<file path="src/rtl/fpu_core_pkg.sv">
// Shared types and constants for the fpu_core binary32 add/subtract coprocessor.
package pa_fpu;

    localparam int unsigned ExpW  = 8;
    localparam int unsigned FracW = 23;

    typedef enum logic [7:0] {
        op_add = 8'h00,
        op_sub = 8'h01
    } e_fpu_operations;

    typedef enum logic [2:0] {
        StIdle,
        StAlign,
        StAdd,
        StNorm,
        StRound,
        StDone
    } e_fpu_state;

    localparam logic [3:0] AddrOpA0   = 4'h0;
    localparam logic [3:0] AddrOpB0   = 4'h4;
    localparam logic [3:0] AddrOpcode = 4'h8;
    localparam logic [3:0] AddrStart  = 4'h9;
    localparam logic [3:0] AddrRes0   = 4'h9;

    localparam logic [31:0] FpNan = 32'h7FC0_0000;

endpackage

</file>
<file path="src/rtl/fpu_addsub.sv">
// Multi-cycle binary32 add/subtract datapath: align, add, one-bit-per-cycle normalize, RNE round.
module fpu_addsub
    import pa_fpu::*;
(
    input  logic        clk_i,
    input  logic        rst_ni,
    input  e_fpu_state  state_i,
    input  logic [31:0] a_i,
    input  logic [31:0] b_i,
    input  logic [7:0]  op_i,
    output logic        norm_done_o,
    output logic [31:0] result_o
);

    // hidden bit + fraction + guard/round/sticky
    localparam int unsigned ManW = FracW + 4;

    logic [ExpW-1:0] exp_a, exp_b, exp_big, exp_sml, shamt;
    logic [30:0]     mag_a, mag_b, mag_big, mag_sml;
    logic            sign_a, sign_b, swap, sign_big, sign_sml;
    logic [ManW-1:0] man_big, man_sml, man_shr, man_lost, man_aligned;

    logic [ManW-1:0]   big_q, sml_q;
    logic [ManW:0]     man_q, man_d;
    logic signed [9:0] exp_q, exp_d, exp_rnd;
    logic              sign_q, sub_q, nan_q, bad_q;
    logic              round_up;
    logic [FracW+1:0]  man_rnd;
    logic [FracW-1:0]  frac_rnd;

    always_comb begin
        exp_a    = a_i[FracW +: ExpW];
        exp_b    = b_i[FracW +: ExpW];
        mag_a    = (exp_a == '0) ? '0 : a_i[30:0];
        mag_b    = (exp_b == '0) ? '0 : b_i[30:0];
        sign_a   = a_i[31];
        sign_b   = b_i[31] ^ (op_i == op_sub);
        swap     = mag_b > mag_a;
        mag_big  = swap ? mag_b : mag_a;
        mag_sml  = swap ? mag_a : mag_b;
        sign_big = swap ? sign_b : sign_a;
        sign_sml = swap ? sign_a : sign_b;
        exp_big  = mag_big[FracW +: ExpW];
        exp_sml  = mag_sml[FracW +: ExpW];
        man_big  = {exp_big != '0, mag_big[FracW-1:0], 3'b000};
        man_sml  = {exp_sml != '0, mag_sml[FracW-1:0], 3'b000};
        shamt    = exp_big - exp_sml;
        // Bits shifted out collapse into the sticky bit.
        man_shr     = man_sml >> shamt;
        man_lost    = man_sml & ~({ManW{1'b1}} << shamt);
        man_aligned = man_shr | {{(ManW-1){1'b0}}, |man_lost};
    end

    assign norm_done_o = (man_q == '0) || (man_q[ManW -: 2] == 2'b01);

    always_comb begin
        man_d = man_q;
        exp_d = exp_q;
        case (state_i)
            StAlign: exp_d = {2'b00, exp_big};
            StAdd:   man_d = sub_q ? ({1'b0, big_q} - {1'b0, sml_q})
                                   : ({1'b0, big_q} + {1'b0, sml_q});
            StNorm: begin
                if (!norm_done_o) begin
                    if (man_q[ManW]) begin
                        man_d = {1'b0, man_q[ManW:2], man_q[1] | man_q[0]};
                        exp_d = exp_q + 10'sd1;
                    end else begin
                        man_d = {man_q[ManW-1:0], 1'b0};
                        exp_d = exp_q - 10'sd1;
                    end
                end
            end
            default: ;
        endcase
    end

    always_comb begin
        round_up = man_q[2] & (man_q[1] | man_q[0] | man_q[3]);
        man_rnd  = {1'b0, man_q[ManW-1:3]} + {{(FracW+1){1'b0}}, round_up};
        exp_rnd  = man_rnd[FracW+1] ? (exp_q + 10'sd1) : exp_q;
        frac_rnd = man_rnd[FracW+1] ? man_rnd[FracW:1] : man_rnd[FracW-1:0];
        if (bad_q) begin
            result_o = '0;
        end else if (nan_q) begin
            result_o = FpNan;
        end else if (man_q == '0) begin
            result_o = '0;
        end else if (exp_rnd >= 10'sd255) begin
            result_o = {sign_q, 8'hFF, 23'h0};
        end else if (exp_rnd <= 10'sd0) begin
            result_o = {sign_q, 31'h0};
        end else begin
            result_o = {sign_q, exp_rnd[ExpW-1:0], frac_rnd};
        end
    end

    always_ff @(posedge clk_i or negedge rst_ni) begin
        if (!rst_ni) begin
            big_q  <= '0;
            sml_q  <= '0;
            man_q  <= '0;
            exp_q  <= '0;
            sign_q <= 1'b0;
            sub_q  <= 1'b0;
            nan_q  <= 1'b0;
            bad_q  <= 1'b0;
        end else begin
            man_q <= man_d;
            exp_q <= exp_d;
            if (state_i == StAlign) begin
                big_q  <= man_big;
                sml_q  <= man_aligned;
                sign_q <= sign_big;
                sub_q  <= sign_big ^ sign_sml;
                nan_q  <= (exp_a == '1) || (exp_b == '1);
                bad_q  <= (op_i != op_add) && (op_i != op_sub);
            end
        end
    end

endmodule

</file>
<file path="src/rtl/fpu_core.sv">
// Byte-wide bus slave wrapping the fpu_addsub datapath: register file, start detect, FSM, handshake.
module fpu_core
    import pa_fpu::*;
(
    input  logic       clk,
    input  logic       arst,
    input  logic [7:0] databus_in,
    output logic [7:0] databus_out,
    input  logic [3:0] addr,
    input  logic       cs,
    input  logic       rd,
    input  logic       wr,
    input  logic       end_ack,
    output logic       cmd_end,
    output logic       busy
);

    e_fpu_state  state_q, state_d;
    logic [31:0] opa_q, opb_q, result_q, dp_result;
    logic [7:0]  opcode_q;
    logic        wr_q, start_q, norm_done, wr_en, start_pulse;
    logic [3:0]  rd_idx;

    assign wr_en       = !cs && !wr && (state_q == StIdle);
    assign start_pulse = wr_en && wr_q && (addr == AddrStart);

    always_ff @(posedge clk or negedge arst) begin
        if (!arst) begin
            opa_q    <= '0;
            opb_q    <= '0;
            opcode_q <= '0;
            result_q <= '0;
            wr_q     <= 1'b0;
            start_q  <= 1'b0;
        end else begin
            wr_q    <= wr;
            start_q <= start_pulse;
            if (wr_en && addr[3:2] == AddrOpA0[3:2]) begin
                opa_q[{addr[1:0], 3'b000} +: 8] <= databus_in;
            end
            if (wr_en && addr[3:2] == AddrOpB0[3:2]) begin
                opb_q[{addr[1:0], 3'b000} +: 8] <= databus_in;
            end
            if (wr_en && addr == AddrOpcode) begin
                opcode_q <= databus_in;
            end
            if (state_q == StRound) begin
                result_q <= dp_result;
            end
        end
    end

    always_ff @(posedge clk or negedge arst) begin
        if (!arst) begin
            state_q <= StIdle;
        end else begin
            state_q <= state_d;
        end
    end

    always_comb begin
        state_d = state_q;
        case (state_q)
            StIdle:  if (start_q) state_d = StAlign;
            StAlign: state_d = StAdd;
            StAdd:   state_d = StNorm;
            StNorm:  if (norm_done) state_d = StRound;
            StRound: state_d = StDone;
            StDone:  if (end_ack) state_d = StIdle;
            default: state_d = StIdle;
        endcase
    end

    always_comb begin
        busy    = (state_q == StAlign) || (state_q == StAdd) ||
                  (state_q == StNorm) || (state_q == StRound);
        cmd_end = (state_q == StDone);
    end

    // Result bytes sit at 0x9..0xC; any other address wraps out of range.
    always_comb begin
        rd_idx      = addr - AddrRes0;
        databus_out = 8'h00;
        if (!cs && !rd && rd_idx < 4'd4) begin
            databus_out = result_q[{rd_idx[1:0], 3'b000} +: 8];
        end
    end

    fpu_addsub u_addsub (
        .clk_i       (clk),
        .rst_ni      (arst),
        .state_i     (state_q),
        .a_i         (opa_q),
        .b_i         (opb_q),
        .op_i        (opcode_q),
        .norm_done_o (norm_done),
        .result_o    (dp_result)
    );

endmodule

</file>
<file path="config.mk">
export PLATFORM = sky130hd
export DESIGN_NAME = fpu_core
export DESIGN_NICKNAME = d
export VERILOG_FILES = /design/src/rtl/fpu_core_pkg.sv /design/src/rtl/fpu_addsub.sv /design/src/rtl/fpu_core.sv
export SDC_FILE = /design/constraint.sdc
export NUM_CORES = 1
export LEC_CHECK = 0
export CAP_MARGIN = 15
export CORE_ASPECT_RATIO = 0.9
export CORE_MARGIN = 5
export CORE_UTILIZATION = 58
export DETAILED_ROUTE_END_ITERATION = 12
export GPL_ROUTABILITY_DRIVEN = 0
export PLACE_DENSITY_LB_ADDON = 0.1
export SLEW_MARGIN = 20
export SYNTH_ARGS = -nofsm -noshare
export SYNTH_HDL_FRONTEND = slang
export SYNTH_SLANG_ARGS = --single-unit
export TNS_END_PERCENT = 50
</file>
<file path="constraint.sdc">
create_clock -name clk -period 15.5 [get_ports clk]
set_input_delay 3.1 -clock clk [delete_from_list [all_inputs] [get_ports clk]]
set_output_delay 3.1 -clock clk [all_outputs]
set_load 0.05 [all_outputs]
</file>
==> flow_metrics.py <==
metrics = {
    "finish": {
        "diodes": 0,
        "drive_gt1_share_pct": 6.63,
        "final_cell_mix": "nand2_1 (318), o21ai_0 (210), dfrtp_1 (202)",
        "area_growth_pct": 7.47,
        "layout_commonest_cell": "nand2_1",
        "final_nets": 1990,
        "final_cell_area_mm2": 0.0168,
    },
    "floorplan": {
        "die_width_um": 183,
        "die_y_um": 166,
        "ios": 28,
        "core_mm2": 0.0268,
        "rows": 57,
        "initial_utilization_pct": 58.4,
        "die_area_mm2": 0.0304,
    },
    "global_routing": {
        "grt_pass1_wl_um": 72000,
        "antenna_found_initial": 0,
        "grt_max_degree": 71,
        "grtUsageTotal_pct": 28.7,
        "first_global_vias": 13200,
        "overflow": 0,
    },
    "setup_path": {
        "r2r_cells": 18,
        "cp.required_ps": 12400,
        "worstSetupEndpointType": "output port",
        "worst-path-max-fanout": 15,
        "r2r-end": "u_addsub.sml_q[2]",
        "start_kind": "input port",
        "r2r_start": "opb_q[28]",
        "cp_data_arrival_time_ps": 6650,
        "worstSetupPathType": "in2out",
        "regToRegSetupSlack_ps": 8250,
    },
    "clock_tree": {
        "h-tree-depth": 1,
        "postCtsHoldBufs": 0,
        "cts_setup_buffers": 0,
        "cts_sinks": 202,
        "cts.path.max_buffers": 3,
        "clkTransAtPathRegs_ps": 60,
        "cts_root_buf": "clkbuf_16",
        "clk-insertion-delay-late_ps": 510,
        "cts.repair.resized": 0,
        "cts_tree": "built",
        "numCtsBuffers": 24,
    },
    "timing": {
        "finClkSkew_ps": 11.4,
        "tns_ps": 0,
        "worst_pin_slew_ps": 1130,
        "slew_viol_final": 0,
        "period_share_pct": 62.9,
        "fmax_ghz": 0.103,
        "fin_ws_ps": 5750,
        "finalHoldViolCount": 0,
        "slew_headroom_pct": 24.7,
        "setup_viol": 0,
        "holdWs_ps": 480,
        "finalCriticalPeriod_ps": 9750,
        "grt_setup_unrepaired": "no",
    },
    "routing": {
        "first_pass_iters": 7,
        "vias": 14200,
        "final_antenna_net_count": 0,
        "drc_errors": 0,
        "drt_wl_total_um": 44200,
        "via_per_inst": 6.32,
        "wl_per_cell_um": 19.6,
        "drtIter0Drc": 1376,
    },
    "logic_synthesis": {
        "synth_cell_types": 88,
        "ys.flop_type": "dfrtp_1",
        "ys_async_sr_fraction_pct": 100,
        "yosysWarnings": 0,
        "synth_seq_cells": 202,
        "synth_edf_count": 0,
        "syn_inst": 1943,
        "synth_seq_area_share_pct": 32.3,
        "postSynthAreaPerCell_um2": 8.06,
        "synth_nets": 2050,
        "synth_area_mm2": 0.0157,
    },
    "place": {
        "io_buffers": 27,
        "preCtsSetupSlack_ps": 5710,
        "dp_hpwl_um": 33000,
        "placed_area_mm2": 0.0160,
    },
    "job": {
        "maxCapViolations": 0,
    },
    "worst_hold_path": {
        "min_from": "result_q[10]",
        "hold_class": "reg2reg",
        "min_to": "result_q[10]",
        "whs_path_depth": 2,
    },
    "outcome": {
        "status": "finished clean",
    },
    "power_and_ir_drop": {
        "leakagePower_nw": 7.43,
        "ir_worst_vdd_uv": 124,
        "powerDensity_mw_per_mm2": 163,
    },
}
==> how the worst max path moves through the flow <==
stage | start | to | slack (ps) | cells past startpoint
floorplan | addr[0] | databus_out[0] | 6860 | 9
global placement | addr[0] | databus_out[1] | 5780 | 8
detailed placement | addr[0] | databus_out[6] | 5710 | 8
CTS | addr[0] | databus_out[6] | 5710 | 8
global route | addr[0] | databus_out[6] | 5430 | 8
finish | addr[0] | databus_out[6] | 5750 | 8
==> synth_stat cells, drive strengths merged, types with 8 or more instances <==
master	n	area share (%)
nand2	318	7.6
o21ai	215	6.9
dfrtp	202	32
nor2	144	3.5
a21oi	120	3.9
clkbuf	103	2.5
inv	92	2.2
ha	88	7.0
mux2i	76	4.9
nand3	46	1.5
nor3	43	1.4
xnor2	35	2.0
buf	29	0.97
a31oi	26	1.0
xor2	25	1.4
nor4	23	1.2
a211oi	22	1.1
a22o	20	1.1
mux2	20	1.4
nand4	19	0.76
and3	18	0.72
nor2b	17	0.68
mux4	16	2.3
nand2b	16	0.64
o31ai	16	0.85
a21o	13	0.63
a221o	12	0.77
and2	12	0.48
o22ai	12	0.48
a22oi	11	0.53
o211ai	11	0.53
nor3b	10	0.48
o21bai	10	0.48
nand3b	8	0.38
==> report_power, final <==
group	switching, W	internal, W
combinational	0.000872	0.000487
sequential	0.000153	0.000643
clock	0.000230	0.000351
total	0.00126	0.00148
==> metrics by stage <==
step                power, W  utilization, %  std cells
floorplan            0.00182               -       1943
global placement     0.00211            59.7       2211
detailed placement   0.00213            59.7       2211
CTS                  0.00272            62.7       2254
global route         0.00292            62.8       2254
finish               0.00274            62.8       2254
==> cells by family (layout without fill, tap and decap cells) <==
group / after synthesis / after routing / share of synthesized area (%)
simple gates: 702 / 702 / 20.7
compound gates: 552 / 552 / 22.1
buf+inv: 225 / 182 / 5.68
flops: 202 / 202 / 32.3
mux: 112 / 112 / 8.60
fa+ha+maj: 90 / 90 / 7.23
xor+xnor: 60 / 60 / 3.40
==> per-layer routing <==
metal  global-route usage [%]  wire length, µm  vias up
met5                        0                0        -
met4                     7.93             1440        0
met3                     5.06             3200       92
met2                     42.4            19200      499
met1                     43.4            20400     6823
li1                         -                -     6824
==> registers in the layout (all words and copies together), names as in the netlist <==
name / cells
start_q: 1
u_addsub.big_q: 24
u_addsub.nan_q: 1
opcode_q: 8
wr_q: 1
u_addsub.bad_q: 1
opa_q: 32
result_q: 32
u_addsub.exp_q: 10
state_q: 3
u_addsub.man_q: 28
u_addsub.sub_q: 1
u_addsub.sign_q: 1
opb_q: 32
u_addsub.sml_q: 27
==> critical path, stage by stage <==
cell	delay (ps)
clkdlybuf4s50_1	1100
inv_1	230
ha_1	360
nor3_1	200
a31oi_1	130
or3_1	520
nor2b_1	180
clkdlybuf4s50_1	810
==> area by class of cell <==
type,count,area [µm²]
inverter,93,349
tap,354,443
multi-input combinational,1516,9750
sequential,202,5050
fill,2375,9980
clock buffer,29,651
timing repair buffer,46,417
clock inverter,14,168
No activity file was read; power rests on OpenSTA's default activity.
